File: src/rtl/serial_octal_adder.sv
`default_nettype none
// ============================================================================
//  Module      : serial_octal_adder
//  Description : Digit-serial adder for octal digit streams (LSD first) with
//                internal carry, final carry digit and valid/ready handshakes.
//  Revision    : 1.0 - initial release
// ============================================================================
module serial_octal_adder #(
    parameter int MAX_DIGITS = 8
) (
    input  logic       clk,
    input  logic       rst,
    input  logic       in_valid,
    output logic       in_ready,
    input  logic [2:0] in_a,
    input  logic [2:0] in_b,
    input  logic       in_last,
    output logic       out_valid,
    input  logic       out_ready,
    output logic [2:0] out_sum,
    output logic       out_last,
    output logic [3:0] digit_count,
    output logic       err_len
);

    typedef enum logic [0:0] {
        ST_RUN   = 1'b0,
        ST_FLUSH = 1'b1
    } state_t;

    localparam logic [3:0] c_last_idx = 4'(MAX_DIGITS - 1);

    state_t     r_state;
    state_t     w_state_nxt;
    logic       r_carry;
    logic       w_carry_nxt;
    logic       r_out_valid;
    logic       w_out_valid_nxt;
    logic [2:0] r_out_sum;
    logic [2:0] w_out_sum_nxt;
    logic       r_out_last;
    logic       w_out_last_nxt;
    logic [3:0] r_digit_count;
    logic [3:0] w_digit_count_nxt;
    logic       r_err_len;
    logic       w_err_len_nxt;

    logic       w_out_free;
    logic       w_in_ready;
    logic       w_accept;
    logic       w_final;
    logic [3:0] w_t;

    // Output slot is reusable when empty or being drained this very cycle.
    assign w_out_free = !r_out_valid || out_ready;
    assign w_in_ready = (r_state == ST_RUN) && w_out_free && !rst;
    assign w_accept   = in_valid && w_in_ready;
    assign w_t        = {1'b0, in_a} + {1'b0, in_b} + {3'b000, r_carry};
    assign w_final    = in_last || (r_digit_count == c_last_idx);

    always_ff @(posedge clk) begin
        if (rst) begin
            r_state       <= ST_RUN;
            r_carry       <= 1'b0;
            r_out_valid   <= 1'b0;
            r_out_sum     <= 3'd0;
            r_out_last    <= 1'b0;
            r_digit_count <= 4'd0;
            r_err_len     <= 1'b0;
        end else begin
            r_state       <= w_state_nxt;
            r_carry       <= w_carry_nxt;
            r_out_valid   <= w_out_valid_nxt;
            r_out_sum     <= w_out_sum_nxt;
            r_out_last    <= w_out_last_nxt;
            r_digit_count <= w_digit_count_nxt;
            r_err_len     <= w_err_len_nxt;
        end
    end

    always_comb begin
        w_state_nxt       = r_state;
        w_carry_nxt       = r_carry;
        w_out_valid_nxt   = r_out_valid;
        w_out_sum_nxt     = r_out_sum;
        w_out_last_nxt    = r_out_last;
        w_digit_count_nxt = r_digit_count;
        w_err_len_nxt     = r_err_len;

        if (r_out_valid && out_ready) begin
            w_out_valid_nxt = 1'b0;
        end

        case (r_state)
            ST_RUN: begin
                if (w_accept) begin
                    w_out_sum_nxt     = w_t[2:0];
                    w_out_valid_nxt   = 1'b1;
                    w_carry_nxt       = w_t[3];
                    w_digit_count_nxt = r_digit_count + 4'd1;
                    w_out_last_nxt    = 1'b0;
                    if (w_final) begin
                        w_digit_count_nxt = 4'd0;
                        if (!in_last) begin
                            w_err_len_nxt = 1'b1;
                        end
                        // A carry out of the top digit needs one more output digit.
                        if (w_t[3]) begin
                            w_state_nxt = ST_FLUSH;
                        end else begin
                            w_out_last_nxt = 1'b1;
                            w_carry_nxt    = 1'b0;
                        end
                    end
                end
            end
            ST_FLUSH: begin
                if (w_out_free) begin
                    w_out_sum_nxt   = 3'd1;
                    w_out_last_nxt  = 1'b1;
                    w_out_valid_nxt = 1'b1;
                    w_carry_nxt     = 1'b0;
                    w_state_nxt     = ST_RUN;
                end
            end
            default: begin
                w_state_nxt = ST_RUN;
            end
        endcase
    end

    assign in_ready    = w_in_ready;
    assign out_valid   = r_out_valid;
    assign out_sum     = r_out_sum;
    assign out_last    = r_out_last;
    assign digit_count = r_digit_count;
    assign err_len     = r_err_len;

endmodule
`default_nettype wire

File: config.mk
export PLATFORM = sky130hd
export DESIGN_NAME = serial_octal_adder
export DESIGN_NICKNAME = d
export VERILOG_FILES = /design/src/rtl/serial_octal_adder.sv
export SDC_FILE = /design/constraint.sdc
export NUM_CORES = 1
export LEC_CHECK = 0
export ABC_CLOCK_PERIOD_IN_PS = 3300
export CORE_MARGIN = 4
export CORE_UTILIZATION = 45
export DETAILED_ROUTE_END_ITERATION = 10
export DONT_BUFFER_PORTS = 1
export MAX_ROUTING_LAYER = met4
export PLACE_DENSITY = 0.66
export SYNTH_ARGS = -nofsm -noshare
export SYNTH_HDL_FRONTEND = slang
export SYNTH_SLANG_ARGS = --single-unit
File: constraint.sdc
create_clock -name clk -period 3.3 [get_ports clk]
set_clock_uncertainty 0.1 [all_clocks]
set_input_delay 0.66 -clock clk [delete_from_list [all_inputs] [get_ports clk]]
set_output_delay 0.66 -clock clk [all_outputs]
set_load 0.01 [all_outputs]
Word-level counts from Yosys, hierarchy flattened. Cells that the tools add are included.

Flip-flop bits (word level): 12. Input port bits: 11. Output and inout bits: 11.

Add/sub/neg operators: 3. Equality and inequality tests: 3. Muxes and demuxes: 22. Bitwise logic cells: 2. Reduce and logical (&&, ||, !) cells: 11.

Operator list (count): $mux W1 (14); $pmux W1 S2 (4); $mux W3 (2); $pmux W3 S2 (1); $add A3 B3 Y4 (1); $add A4 B1 Y4 (1); $add A4 B1 Y4 const B (1); $eq A4 B3 Y1 const B (1); $logic_and A1 B1 Y1 (4); $mux W4 (1); $reduce_and A2 Y1 (2); $reduce_and A4 Y1 (1); $logic_not A1 Y1 (2); $logic_or A1 B1 Y1 (2); $ne A2 B1 Y1 const B (1); $ne A2 B2 Y1 const B (1); $not A1 Y1 (2).

Longest topological paths before layout.
Word-level depth: 7. Mapped depth: 6. Gate-level depth less buffers: 6.

Worst setup path after synthesis. OpenSTA, ideal clock, no wires.

Kind: input to register. Start point: in in_a[0]. End point: reg r_out_sum[2], in the netlist out_sum[2]. Data arrival time: 1.817 ns. Required time: 3.072 ns. Path slack: 1.255 ns. Stages on the path: 6. Cells stage by stage: inv_1 -> fa_1 -> fa_1 -> xnor2_1 -> a22oi_1 -> nor2_1.

Word-level cells in the longest chain between the ends: 4.

Ends and longest elaborated chain: from (decl) (RTL line 15) `input logic [2:0] in_a,`; $add A3 B3 Y4 (RTL line 58) `assign w_t = {1'b0, in_a} + {1'b0, in_b} + {3'b000, r_carry};`; $add A4 B1 Y4 (RTL line 58); $mux W3 (RTL line 96) `if (w_accept) begin`; $pmux W3 S2 (RTL line 94) `case (r_state)`; to (signal assigned) (RTL line 74) `r_out_sum <= w_out_sum_nxt;`; to (decl) (RTL line 39) `logic [2:0] r_out_sum;`.

Every way passes these cells. The select of a mux whose other input is x is not followed. A chain may end at the register's enable or synchronous reset.

Worst setup path after layout.
Start point: reg r_out_valid, in the netlist out_valid. End point: out in_ready.

Word-level cells in the longest chain between the ends: 4.

Ends and longest elaborated chain: from (decl) (RTL line 37) `logic r_out_valid;`; from (signal assigned) (RTL line 73) `r_out_valid <= w_out_valid_nxt;`; $logic_not A1 Y1 (RTL line 55) `assign w_out_free = !r_out_valid || out_ready;`; $logic_or A1 B1 Y1 (RTL line 55); $logic_and A1 B1 Y1 (2 in a row) (RTL line 56) `assign w_in_ready = (r_state == ST_RUN) && w_out_free && !rst;`; to (decl) (RTL line 14) `output logic in_ready,`.

Every way passes these cells.

==> key figures <==
Synth
  • Syn_area_per_cell: 8.72 µm²
  • Synth Register Bits: 12
  • Seq/Total Area, Yosys: 38.2%
  • Ys flop type: dfxtp_1
  • Synth area leaders: dfxtp_1, fa_1, ha_1
  • Post-synth EDFFs: 0
  • Post-Syn Area: 628 µm²
  • Leading area contributor after synthesis: dfxtp_1
  • Share of synthesized flip-flops with an asynchronous set or reset: 0%
  • Cell variety after synth: 27
  • YS warnings: 0
  • Post-synth top area share: 38.2%
  • Syn nets: 88
  • Mapped Cells: 72

Setup path
  • Crit path kind: flop to primary output
  • CP Max Fanout: 7
  • Slowest CP cell: dfxtp_1
  • CP max stage delay: 0.34 ns
  • CP arrival: 1.07 ns
  • Required time of the worst setup path: 2.54 ns
  • Crit-path cells: nor2b_4, nor3_1
  • Crit. End Element: primary output
  • Nature of the critical path startpoint: flop

Placed design
  • HPWL after detailed placement: 916 µm
  • Placer Congestion: 0.664
  • Input/output buffers: 0

STA
  • RSZ-0062 raised after global routing: false
  • Setup TNS: 0 ns
  • Minimum clock period: 1.83 ns
  • Final slew viol count: 0
  • Period Utilization, post-route: 55.6%
  • Finish-stage setup viols: 0
  • F_max: 0.545 GHz
  • Relative slew slack: 47.2%
  • Hold Vio Cnt, Final: 0
  • Slew of the pin with the lowest slew margin: 0.786 ns

Global routing
  • Vias in the first global route: 469
  • Initial antenna violation count: 0
  • Grt total ovfl: 0
  • Largest net degree at the start of global routing: 15
  • First-pass GRT wire length: 2050 µm
  • GRT Util Overall: 14.8%

CTS
  • Clock latency on the worst-skew pair: 0.28 ns
  • Post-CTS setup buffers: 0
  • H-tree depth: 1
  • Root Buffer: clkbuf_4
  • CTS Sinks: 12
  • Clock buffer depth: 2
  • Clock slew at reported path FFs: 0.08 ns
  • Cts repair resizes: 0
  • Cts bufs inserted: 3
  • CTS tree: built
  • Post-CTS Hold Buffers: 0

Hold path
  • Worst min path class: input port to flop

Final layout
  • Ant diodes: 0
  • Share of cells above drive strength 1: 9.46%
  • Synth-to-Final Area Change: 7.37%
  • Nets: 91

Power and ir drop
  • Total Power: 0.323 mW
  • PD cells: 479 mW/mm²
  • Leakage: 0.267 nW
  • Max VDD drop: 172 µV

Routing
  • TritonRoute pass-1 iters: 5
  • Final WL: 1210 µm
  • DR vias: 509
  • Post-route ant nets: 0
  • Drt drc: 0
  • DRT iter0 DRCs: 7
  • Routed wire per std cell: 13.5 µm
  • Vias per inst: 5.72

Floorplan
  • Chip Width: 45.4 µm
  • Die Y-Extent: 45.4 µm
  • Die area: 0.00206 mm²
  • Row count: 13
  • Placeable Area: 0.00130 mm²
  • Starting Density: 48.3%
  • IO Count: 22

Job
  • Max capacitance violation total: 0

Outcome
  • Status: finished clean
==> power by group <==
| part | internal (mW) | total, mW | switching (mW) |
|---|---|---|---|
| clock network | 0.0672 | 0.122 | 0.0544 |
| registers | 0.152 | 0.160 | 0.00838 |
| logic | 0.0196 | 0.0408 | 0.0212 |
==> cells in the mapped netlist (2+ instances only) <==
cell,n
nor3_1,4
dfxtp_1,12
a2bb2oi_1,2
a31oi_1,3
o31ai_1,2
fa_1,2
nor2_1,8
nand3_1,4
inv_1,9
a21oi_1,5
ha_1,3
nand2_1,3
==> path summary, 6_finish.rpt <==
check	end	start	cells after the start	slack, ns
max	in_ready	out_valid	2	1.47
min	digit_count[1]	rst	1	0.33
max reg2reg	digit_count[3]	out_valid	4	1.50
min reg2reg	r_carry	r_carry	2	0.42
==> metal layers <==
layer	up-vias	GRT usage [%]	wire length, µm
met5	-	-	0
met4	0	10.5	32
met3	3	6.37	107
met2	21	20.6	554
met1	230	16.8	510
li1	255	-	-
==> stage by stage <==
step / worst slack, ns / utilization (%) / cell area, µm² / std cells / hold WS, ns
6_report: 1.47 / 51.8 / 674 / 89 / 0.334
5_1_grt: 1.39 / 51.8 / 674 / 89 / 0.321
4_1_cts: 1.45 / 51.8 / 674 / 89 / 0.325
3_5_place_dp: 1.21 / 49.0 / 638 / 85 / 0.395
3_3_place_gp: 1.22 / 49.0 / 638 / 85 / 0.381
2_1_floorplan: 1.26 / - / 628 / 72 / 0.356
==> cells in the final DEF (no fill, tap or decap), drive strengths merged, types with 2 or more instances in the layout <==
cell type	instances
nor2	8
a2bb2oi	2
a21oi	5
fa	2
a31oi	3
ha	3
clkbuf	4
nand2	3
o31ai	2
inv	9
dfxtp	12
nand3	4
nor3	4
==> critical path, delay by kind of cell (launching register included) <==
kind	cells	cell delay (ns)
flops	1	0.34
simple gates	2	0.45
==> flip-flops by register name, summed over array words and instances (netlist names) <==
signal	cells
digit_count	4
out_sum	3
err_len	1
out_last	1
out_valid	1
r_carry	1
r_state	1
==> cell type report <==
class                   count  area (µm²)
well taps                  15        18.8
inverters                   9        33.8
fillers                   132         627
flip-flops and latches     12         240
multi-input cells          49         345
clock buffers               4        36.3
==> cell families (layout without fill, tap and decap cells) <==
kind of cell    after synthesis  in the layout  synth area share (%)
simple gates                 25             25                  22.1
compound gates               18             18                  19.1
flops                        12             12                  38.2
buf+inv                      11             13                  6.77
fa+ha+maj                     5              5                  12.4
xor+xnor                      1              1                  1.39
Power figures use the tool's default switching activity.
